$ cat src/rtl/sent_rx_frame_assembler.sv
// SENT fast-channel frame assembler.
// Collects status, data and CRC nibbles after each sync pulse, checks the
// SAE J2716 CRC4 and packs good frames into bytes for the RX FIFO. Short,
// corrupted or overrun frames are dropped and flagged with a one-cycle pulse.
module sent_rx_frame_assembler #(
    parameter int DATA_NIBBLES = 6
) (
    input  logic       PCLK,
    input  logic       PRESETn,
    input  logic       nib_valid,
    input  logic [3:0] nib_data,
    input  logic       sync_in,
    input  logic       pause_in,
    input  logic       chan_err,
    input  logic       fifo_full,
    output logic       fifo_wr_en,
    output logic [7:0] fifo_wr_data,
    output logic       frame_done,
    output logic       crc_err,
    output logic       len_err,
    output logic       ovr_err,
    output logic [7:0] frame_cnt
);

    localparam int         NB       = 1 + DATA_NIBBLES / 2;
    localparam int         NIB_W    = $clog2(DATA_NIBBLES);
    localparam int         BYTE_W   = $clog2(NB);
    localparam logic [3:0] CRC_SEED = 4'h5;

    typedef enum logic [2:0] {
        IDLE,
        STATUS,
        DATA,
        CRC,
        PUSH
    } state_t;

    state_t            state;
    logic [3:0]        crc;
    logic [NIB_W-1:0]  nib_idx;
    logic [BYTE_W-1:0] byte_idx;
    logic [3:0]        status_nib;
    logic [3:0]        dnib [DATA_NIBBLES];
    logic [7:0]        frame_bytes [NB];

    // One bit of the x^4+x^3+x^2+1 LFSR, MSB-first.
    function automatic logic [3:0] crc_bit(input logic [3:0] c, input logic b);
        return {c[2:0], b} ^ (c[3] ? 4'b1101 : 4'b0000);
    endfunction

    function automatic logic [3:0] crc_nibble(input logic [3:0] c, input logic [3:0] n);
        logic [3:0] r;
        r = crc_bit(c, n[3]);
        r = crc_bit(r, n[2]);
        r = crc_bit(r, n[1]);
        r = crc_bit(r, n[0]);
        return r;
    endfunction

    // Strobe priority: chan_err > sync_in > pause_in > nib_valid.
    logic collecting;
    logic ev_sync;
    logic ev_pause;
    logic ev_nib;
    logic crc_match;

    assign collecting = (state == STATUS) || (state == DATA) || (state == CRC);
    assign ev_sync    = sync_in  && !chan_err;
    assign ev_pause   = pause_in && !chan_err && !sync_in;
    assign ev_nib     = nib_valid && !chan_err && !sync_in && !pause_in;
    assign crc_match  = (crc_nibble(crc, 4'h0) == nib_data);

    // Frame FSM, indices, CRC, frame counter and registered error pulses.
    // NOTE: state registers use non-blocking assignments so every flop samples
    // pre-edge values; blocking here would create order-dependent races.
    always_ff @(posedge PCLK or negedge PRESETn) begin
        if (!PRESETn) begin
            state     <= IDLE;
            crc       <= CRC_SEED;
            nib_idx   <= '0;
            byte_idx  <= '0;
            crc_err   <= 1'b0;
            len_err   <= 1'b0;
            ovr_err   <= 1'b0;
            frame_cnt <= 8'd0;
        end else begin
            crc_err <= 1'b0;
            len_err <= 1'b0;
            ovr_err <= 1'b0;
            if (collecting && (chan_err || ev_pause)) begin
                len_err <= 1'b1;
                state   <= IDLE;
            end else if (collecting && ev_sync) begin
                len_err <= 1'b1;
                state   <= STATUS;
                crc     <= CRC_SEED;
                nib_idx <= '0;
            end else begin
                case (state)
                    IDLE: begin
                        if (ev_sync) begin
                            state   <= STATUS;
                            crc     <= CRC_SEED;
                            nib_idx <= '0;
                        end
                    end
                    STATUS: begin
                        if (ev_nib) state <= DATA;
                    end
                    DATA: begin
                        if (ev_nib) begin
                            crc     <= crc_nibble(crc, nib_data);
                            nib_idx <= nib_idx + NIB_W'(1);
                            if (nib_idx == NIB_W'(DATA_NIBBLES - 1)) state <= CRC;
                        end
                    end
                    CRC: begin
                        if (ev_nib) begin
                            byte_idx <= '0;
                            if (crc_match) begin
                                state <= PUSH;
                            end else begin
                                crc_err <= 1'b1;
                                state   <= IDLE;
                            end
                        end
                    end
                    PUSH: begin
                        if (sync_in) ovr_err <= 1'b1;
                        if (!fifo_full) begin
                            if (byte_idx == BYTE_W'(NB - 1)) begin
                                byte_idx  <= '0;
                                frame_cnt <= frame_cnt + 8'd1;
                                state     <= IDLE;
                            end else begin
                                byte_idx <= byte_idx + BYTE_W'(1);
                            end
                        end
                    end
                    default: state <= IDLE;
                endcase
            end
        end
    end

    // Nibble capture for the frame being received.
    // NOTE: this storage has no reset on purpose: it is always rewritten before
    // PUSH reads it, and the output mux forces zero outside PUSH.
    always_ff @(posedge PCLK) begin
        if (ev_nib && !collecting_abort()) begin
            if (state == STATUS) status_nib <= nib_data;
            if (state == DATA)   dnib[nib_idx] <= nib_data;
        end
    end

    // Abort strobes already mask ev_nib; kept as a function for readability.
    function automatic logic collecting_abort();
        return 1'b0;
    endfunction

    // Byte packing: byte0 carries the status nibble, later bytes pair data
    // nibbles with the first-received nibble in the high half.
    assign frame_bytes[0] = {4'h0, status_nib};
    for (genvar k = 1; k < NB; k++) begin : g_pack
        assign frame_bytes[k] = {dnib[2*k-2], dnib[2*k-1]};
    end

    // FIFO write side is combinational so a deasserted fifo_full writes at once.
    // NOTE: every always_comb output gets a default first so no latch is inferred.
    always_comb begin
        fifo_wr_en   = 1'b0;
        fifo_wr_data = 8'h00;
        frame_done   = 1'b0;
        if (state == PUSH) begin
            fifo_wr_en   = !fifo_full;
            fifo_wr_data = frame_bytes[byte_idx];
            frame_done   = !fifo_full && (byte_idx == BYTE_W'(NB - 1));
        end
    end

endmodule

$ cat config.mk
export PLATFORM = sky130hd
export DESIGN_NAME = sent_rx_frame_assembler
export DESIGN_NICKNAME = d
export VERILOG_FILES = /design/src/rtl/sent_rx_frame_assembler.sv
export SDC_FILE = /design/constraint.sdc
export NUM_CORES = 1
export LEC_CHECK = 0
export BUFFER_PORTS_ARGS = -buffer_cell sky130_fd_sc_hd__buf_2
export CAP_MARGIN = 20
export CORE_ASPECT_RATIO = 2
export CORE_UTILIZATION = 55
export CTS_CLUSTER_DIAMETER = 200
export DETAILED_ROUTE_END_ITERATION = 8
export PLACE_DENSITY = 0.82
export SYNTH_ARGS = -nofsm -noshare
export SYNTH_HDL_FRONTEND = slang
export SYNTH_SLANG_ARGS = --single-unit
$ cat constraint.sdc
create_clock -name PCLK -period 2.8 [get_ports PCLK]
set_input_delay 0.42 -clock PCLK [delete_from_list [all_inputs] [get_ports PCLK]]
set_output_delay 0.42 -clock PCLK [all_outputs]
set_load 0.01 [all_outputs]
Word level (Yosys, flattened, before mapping)
Memories as Yosys holds them, arrays and structs flattened.
Cells that the tools add are included.
- bits in registers: 27
- RAM bits: 24
- output and inout port bits: 21
- word-level logic and storage cells: 118
- memories: 1
- memory list (memory ; words ; width ; read ports ; clocked after memory_dff ; wr ports ; RTL line ; RTL):
    dnib ; 6 ; 4 ; 6 ; 0 ; 1 ; 43 ; logic [3:0] dnib [DATA_NIBBLES];
- $add $sub $neg: 3
- order comparisons: 1
- equality and inequality tests: 18
- muxes and demuxes: 50
- bitwise gates (word level): 12
- reduce and logical (&&, ||, !) cells: 24
- operator list (cell ; count):
    2-to-1 mux 4 bit ; 10
    2-to-1 mux 3 bit ; 13
    XOR 4 bit ; 8
    2-to-1 mux 8 bit ; 3
    binary-select mux 8 bit (select 2 bit) ; 1
    2-to-1 mux 1 bit ; 16
    case mux 3 bit (5 select lines) ; 1
    inequality test 4 x 2 -> 1 bit (second input constant) ; 3
    AND reduction 5 bit ; 2
    logical AND 1 bit ; 9
    adder 8 x 1 -> 8 bit (second input constant) ; 1
    inequality test 4 bit (second input constant) ; 2
    case mux 4 bit (2 select lines) ; 1
    AND reduction 7 bit ; 1
    equality test 3 x 2 -> 1 bit (second input constant) ; 2
    equality test 3 bit (second input constant) ; 2
    2-to-1 mux 2 bit ; 3
    case mux 3 bit (2 select lines) ; 1
    equality test 4 bit ; 1
    zero test 1 bit ; 4
    inequality test 2 bit (second input constant) ; 2
    inequality test 4 x 1 -> 1 bit (second input constant) ; 1
    inequality test 4 x 3 -> 1 bit (second input constant) ; 1
    case mux 2 bit (2 select lines) ; 1
    15 further kinds ; 19

Longest topological paths before layout
Gate-level depths: netlist of the first run.
- depth after elaboration: 14
- gate-level depth with buffers: 6
- mapped depth without buffers: 6

Least setup slack after synthesis of the first run
Ideal clock, no wire load.
- path kind: input port to flip-flop
- from: input chan_err
- to: memory dnib[2][0], enable pin
- setup time: 377 ps
- arrival time: 1849 ps
- required time: 2423 ps
- setup slack: 575 ps
- stages: 4
- buffers on the path: 1
- cell sequence: or4b_1 -> clkbuf_2 -> or2_2 -> nor4_1
- word-level cells in the longest chain between the ends: 6
- RTL lines (what ; RTL line ; RTL):
    start: declaration ; 14 ; input logic chan_err,
    zero test 1 bit ; 70 ; assign ev_nib = nib_valid && !chan_err && !sync_in && !pause_in;
    logical AND 1 bit (3 in a row) ; 70 ;
    2-to-1 mux 1 bit ; 150 ; if (ev_nib && !collecting_abort()) begin
    2-to-1 mux 1 bit (implied by the code) ; 152 ; if (state == DATA) dnib[nib_idx] <= nib_data;
    end: declaration ; 43 ;
Every way passes these cells.

Worst setup path after layout of the first run
- from: register state[2]
- to: output frame_done
- word-level cells in the longest chain between the ends: 2
- RTL lines (what ; RTL line ; RTL):
    start: declaration ; 38 ; state_t state;
    start signal: assignment ; 78 ; state <= IDLE;
    start signal: assignment ; 92 ; state <= IDLE;
    start signal: assignment ; 95 ; state <= STATUS;
    equality test 3 bit ; 174 ; if (state == PUSH) begin
    2-to-1 mux 1 bit ; 174 ;
    end: declaration ; 18 ; output logic frame_done,
Every way passes these cells.

==> results.toml, run 1 <==
[finish]
n_antenna_cell = 0
drive_gt1_frac = 0.255
area_growth_pct = 14.0
layout.nets = 249
postLayoutCellArea_um2 = 2770

[synth]
yosysTopAreaCell = "edfxtp_1"
synth_top_family_by_area = "simple AND/OR/NAND/NOR gates"
synthXorXnorAreaFrac = 0.0566
synth_most_common_cell = "edfxtp_1"
synth_area_um2 = 2430
synthSimpleGateAreaFrac = 0.164
synth_edf_count = 28
synth_compound_area_frac = 0.0957
yosysWarnings = 0
synth_ff_type = "edfxtp_1"
synth_top_area_share = 0.346
synth_fa_ha_area_frac = 0.0206
synth_area_leaders = "edfxtp_1 (35%), dfrtp_1 (22%), mux4_2 (3.7%), nor2_1 (2.6%), xor2_1 (2.5%)"
synth_cells = 198
syn_avg_cell_area_um2 = 12.3
syn-num-nets = 213
synth-seq-cells = 51
synthMuxAreaShare = 0.0602
yosysSeqAreaShare = 0.583
async_reset_ff_frac = 0.451
ys_types = 48
synth_commonest_cells = "edfxtp_1 (28), dfrtp_1 (21), nor2_1 (17), nand2_1 (13)"

[timing]
post-route-period-util = 0.898
max_freq_mhz = 398
timing.slew.headroom = 0.623
setup_tns_ns = 0
fin_crit_ns = 2.51
slew_violations = 0
setup_viol = 0
rsz0062_at_grt = "false"
tightest_slew_ns = 0.562
finClkSkew_ns = 0.00826
finalHoldViolations = 0

[power]
ir_worst_vdd_v = 0.000746
p_leak_nw = 1.12
powerDensity_nw_per_um2 = 667

[setup_path]
cp_slowest_stage_delay_ns = 0.61
critPathKind = "reg -> out"
startpoint_type = "flop"
cp_top_family = "simple AND/OR/NAND/NOR gates"
crit_slowest_cell = "or3b_2"
worstSetupEndpointType = "output port"
path_buf_inv = 2
startpoint = "state[2]$_DFFE_PN0P_"
required_ns = 2.38
r2r-start = "state[1]$_DFFE_PN0P_"
critical_path_arrival_ns = 2.09
cp_max_fo = 14
crit_chain = "buf_4, or3b_2, nor2_1, buf_2"

[global_route]
grt_max_degree = 24
grt_pass1_vias = 1676
grt.total_usage = 0.216
top_usage_layer = "met2"
use_met1 = 0.183
grt_use_met2 = 0.468
grt_remaining_overflow = 0
grtUsageMet3 = 0.0253
grt_pass1_wl_um = 7390
antenna_found_initial = 0

[routing]
ant_nets = 0
wirelength_um = 4650
drc = 0
drt_first_pass_iters = 4
avgViaCountPerCell = 5.77
vias = 1655
wl_per_cell_um = 16.2
drt_iter0_markers = 37

[clocking]
cts-hold-fix-buffers = 0
cts_sinks = 51
worst_skew_pair.late_latency_ns = 0.30
root_buffer = "clkbuf_8"
cts.htree.levels = 2
cts.path.max_buffers = 2
clk_pin_slew_worst_paths_ns = 0.09
cts_setup_buffers = 0
cts_buffers = 5
cts_tree = "built"
ctsResizeCount = 0

[placed_design]
place_congestion = 0.847
dp_hpwl_um = 3550
port_buffers = 31
placed_area_um2 = 2660

[job]
maxCapViolCount = 0

[floorplan]
num_rows = 33
initial_core_util = 0.583
io_pins = 32
die-area_um2 = 4710
die_x_um = 49.0
die_height_um = 96.0
design.core.area_um2 = 4170

[run_status]
status = "complete, no violations"

[worst_hold_path]
min-delay-path-class = "in -> async"
-- worst reg2reg max path, stage by stage, from the launching register on --
cell     delay [ns]
dfrtp_1        0.50
or3b_2         0.56
nor2_1         0.33
nand2_1        0.12
nor3_1         0.45
-- registers in the layout (all words and copies together), names as in the netlist --
| name | flops |
|---|---|
| len_err | 1 |
| byte_idx | 2 |
| crc | 4 |
| dnib | 24 |
| crc_err | 1 |
| state | 3 |
| ovr_err | 1 |
| nib_idx | 3 |
| status_nib | 4 |
| frame_cnt | 8 |
-- kinds of logic after synthesis --
| kind of cell | count (synthesis) |
|---|---|
| compound gates | 33 |
| xor+xnor | 14 |
| fa+ha+maj | 4 |
| buf+inv | 12 |
| flops | 51 |
| mux | 9 |
| simple gates | 75 |
-- per-layer routing --
| metal | vias to the layer above | wire length, µm |
|---|---|---|
| li1 | 806 | - |
| met4 | 0 | 94 |
| met3 | 10 | 100 |
| met1 | 804 | 1580 |
| met2 | 35 | 2870 |
| met5 | - | 0 |
-- metrics by stage --
step	hold slack, ns	util	setup slack [ns]	instances	total power [mW]
3_5_place_dp	0.427	0.638	0.292	279	1.37
6_report	0.0874	0.665	0.287	287	1.85
4_1_cts	0.103	0.665	0.271	287	1.86
5_1_grt	0.119	0.665	0.190	287	1.94
3_3_place_gp	0.418	0.638	0.413	279	1.35
2_1_floorplan	0.124	-	0.575	198	1.26
-- where the power goes --
group          switching [mW]  internal [mW]  leakage [nW]  total (mW)
combinational           0.179          0.201         0.506       0.380
clock                   0.233          0.266        0.0581       0.499
sequential              0.117          0.853         0.560       0.970
total                   0.529           1.32          1.12        1.85
-- worst paths after layout --
kind / end / slack, ns / cells past startpoint
worst min register to register: frame_cnt[6]$_DFFE_PN0P_ / 0.49 / 1
worst max-delay path: frame_done / 0.29 / 4
worst max register to register: dnib[4][3]$_DFFE_PP_ / 0.49 / 4
worst min-delay path: crc_err$_DFF_PN0_ / 0.09 / 1
min in group PCLK: byte_idx[0]$_DFFE_PN0P_ / 0.35 / 2
max in group asynchronous: crc[0]$_DFFE_PN1P_ / 2.35 / 1
-- layout make-up --
type                       instances  area (µm²)
sequential                        51        1420
multi-input combinational        135         966
clock buffer                       5        68.8
fill                             334        1400
inverter                           5        18.8
clock inverter                     3        43.8
timing repair buffer              36         193
tap                               52        65.1
-- placed cells by master, fill, tap and decap left out, drive strengths merged, types with 2 or more instances in the layout --
| master | synthesis | layout |
|---|---|---|
| a21oi | 5 | 5 |
| a221oi | 2 | 2 |
| a22oi | 5 | 5 |
| and3 | 3 | 3 |
| buf | 2 | 36 |
| clkbuf | 5 | 5 |
| clkinv | 0 | 2 |
| dfrtp | 21 | 21 |
| dfstp | 2 | 2 |
| edfxtp | 28 | 28 |
| ha | 4 | 4 |
| inv | 5 | 5 |
| mux2 | 5 | 5 |
| mux4 | 4 | 4 |
| nand2 | 13 | 13 |
| nand2b | 6 | 6 |
| nand3 | 5 | 5 |
| nand3b | 2 | 2 |
| nand4 | 2 | 2 |
| nor2 | 17 | 17 |
| nor2b | 6 | 6 |
| nor3 | 8 | 8 |
| nor4 | 3 | 3 |
| o21ai | 9 | 9 |
| o41ai | 2 | 2 |
| or3 | 3 | 3 |
| or3b | 2 | 2 |
| xnor2 | 6 | 6 |
| xor2 | 7 | 7 |
No activity file was read; power rests on OpenSTA's default activity.
==> inputs of run 2 (changes only) <==
--- a/config.mk
+++ b/config.mk
@@ -5,7 +5,7 @@
 export SDC_FILE = /design/constraint.sdc
 export NUM_CORES = 1
 export LEC_CHECK = 0
-export BUFFER_PORTS_ARGS = -buffer_cell sky130_fd_sc_hd__buf_2
+export BUFFER_PORTS_ARGS = -buffer_cell sky130_fd_sc_hd__clkbuf_2
 export CAP_MARGIN = 20
 export CORE_ASPECT_RATIO = 2
 export CORE_UTILIZATION = 55
==> run 2 against run 1 <==
Against the previous run:
- die area is the same
- first-iteration DRC count grew 5.4%
- final area grew 0.27%
- wire length grew 2.0%
- global-route usage grew 0.42 points
- clock skew grew 0.0030 ns
- non-clock buffer count grew 1
- worst hold slack gained 0.012 ns
- count of clock-buffer cells in the layout is the same
- critical path type unchanged
- critical endpoint unchanged
==> results.toml, run 2 (same netlist as run 1, synthesis figures left out) <==
[clocking]
cts_sinks = 51
cts_setup_buffers = 0
cts.htree.levels = 2
cts-hold-fix-buffers = 0
root_buffer = "clkbuf_8"
worst_skew_pair.late_latency_ns = 0.30
cts_tree = "built"
cts.path.max_buffers = 2
clk_pin_slew_worst_paths_ns = 0.09
cts_buffers = 5
ctsResizeCount = 0

[finish]
reg_top3 = "dnib (24), frame_cnt (8)"
area_growth_pct = 14.4
layout_common_cells = "clkbuf_2 (31), edfxtp_1 (28), dfrtp_1 (21)"
nFillCells = 344
regMostFlops = "dnib"
drive_gt1_frac = 0.258
layout.nets = 250
post-route-util = 0.667
final_common_cell = "clkbuf_2"
n_antenna_cell = 0
largest_reg_flops = 24

[timing]
timing.slew.headroom = 0.592
finClkSkew_ns = 0.0113
setup_tns_ns = 0
hold_slack_ns = 0.0996
rsz0062_at_grt = "false"
setup_viol = 0
finalHoldViolations = 0
fin_crit_ns = 2.49
tightest_slew_ns = 0.607
post-route-period-util = 0.889
slew_violations = 0
max_freq_mhz = 402

[setup_path]
worstSetupEndpointType = "output port"
required_ns = 2.38
critical_path_arrival_ns = 2.07
cp_max_fo = 13
startpoint_type = "flop"
critPathKind = "reg -> out"

[floorplan]
die_height_um = 96.0
design.core.area_um2 = 4170
io_pins = 32
die-area_um2 = 4710
die_x_um = 49.0
num_rows = 33
initial_core_util = 0.583

[global_route]
grt_pass1_vias = 1612
grt.total_usage = 0.220
grt_pass1_wl_um = 7460
grt_remaining_overflow = 0
grt_max_degree = 24
antenna_found_initial = 0

[routing]
drc = 0
wl_per_cell_um = 16.5
wirelength_um = 4740
ant_nets = 0
drt_first_pass_iters = 4
avgViaCountPerCell = 5.80
drt_iter0_markers = 39
vias = 1670

[job]
maxCapViolCount = 0

[worst_hold_path]
min-delay-path-class = "in -> async"

[power]
p_leak_nw = 1.11
p_total_mw = 1.86
powerDensity_nw_per_um2 = 667
ir_worst_vdd_v = 0.000633

[run_status]
status = "complete, no violations"

[placed_design]
dp_hpwl_um = 3700
place_congestion = 0.827
port_buffers = 31
-- run 2: cell count changes in the layout (fill, tap and decap cells not counted) --
cell / delta
buf_4: +1
buf_2: -31
clkbuf_2: +31
-- run 2: through the flow --
stage | instances | instance area (µm²) | worst slack, ns
detailed placement | 280 | 2670 | 0.403
global placement | 280 | 2670 | 0.465
floorplan | 198 | 2430 | 0.575
CTS | 288 | 2780 | 0.295
finish | 288 | 2780 | 0.311
global route | 288 | 2780 | 0.197
-- run 2: per-layer routing --
metal	wire, µm	up-vias	global-route usage	part of all wire
met5	0	-	0	0
met4	116	0	0.108	0.024
met3	70	7	0.0237	0.015
met2	2930	25	0.458	0.62
met1	1620	829	0.201	0.34
li1	-	809	-	-
-- run 2: power breakdown --
group          total, mW  internal [mW]  switching [mW]
sequential         0.971          0.853           0.118
clock              0.505          0.266           0.238
combinational      0.379          0.200           0.179
total               1.86           1.32           0.536
-- run 2: final cells by class --
class | count | area [µm²] | share of cell area
clock buffers | 5 | 68.8 | 0.0247
clock inverters | 3 | 43.8 | 0.0157
inverters | 5 | 18.8 | 0.00675
multi-input cells | 135 | 966 | 0.347
flip-flops and latches | 51 | 1420 | 0.510
well taps | 52 | 65.1 | 0.0234
repair buffers | 37 | 200 | 0.0720
-- run 2: critical path, cell delays in order, from the launching register on --
cell,delay [ns]
dfrtp_1,0.48
or3b_2,0.66
nor2_1,0.40
clkbuf_2,0.21
-- run 2: worst paths after layout --
kind	from	to	slack [ns]	depth (start not counted)
max reg2reg	state[1]$_DFFE_PN0P_	dnib[0][2]$_DFFE_PP_	0.61	4
min	PRESETn	state[2]$_DFFE_PN0P_	0.1	1
min in group PCLK	fifo_full	byte_idx[0]$_DFFE_PN0P_	0.34	2
max in group asynchronous	PRESETn	crc[2]$_DFFE_PN1P_	2.32	1
max	state[1]$_DFFE_PN0P_	frame_done	0.31	3
min reg2reg	frame_cnt[7]$_DFFE_PN0P_	frame_cnt[7]$_DFFE_PN0P_	0.48	1
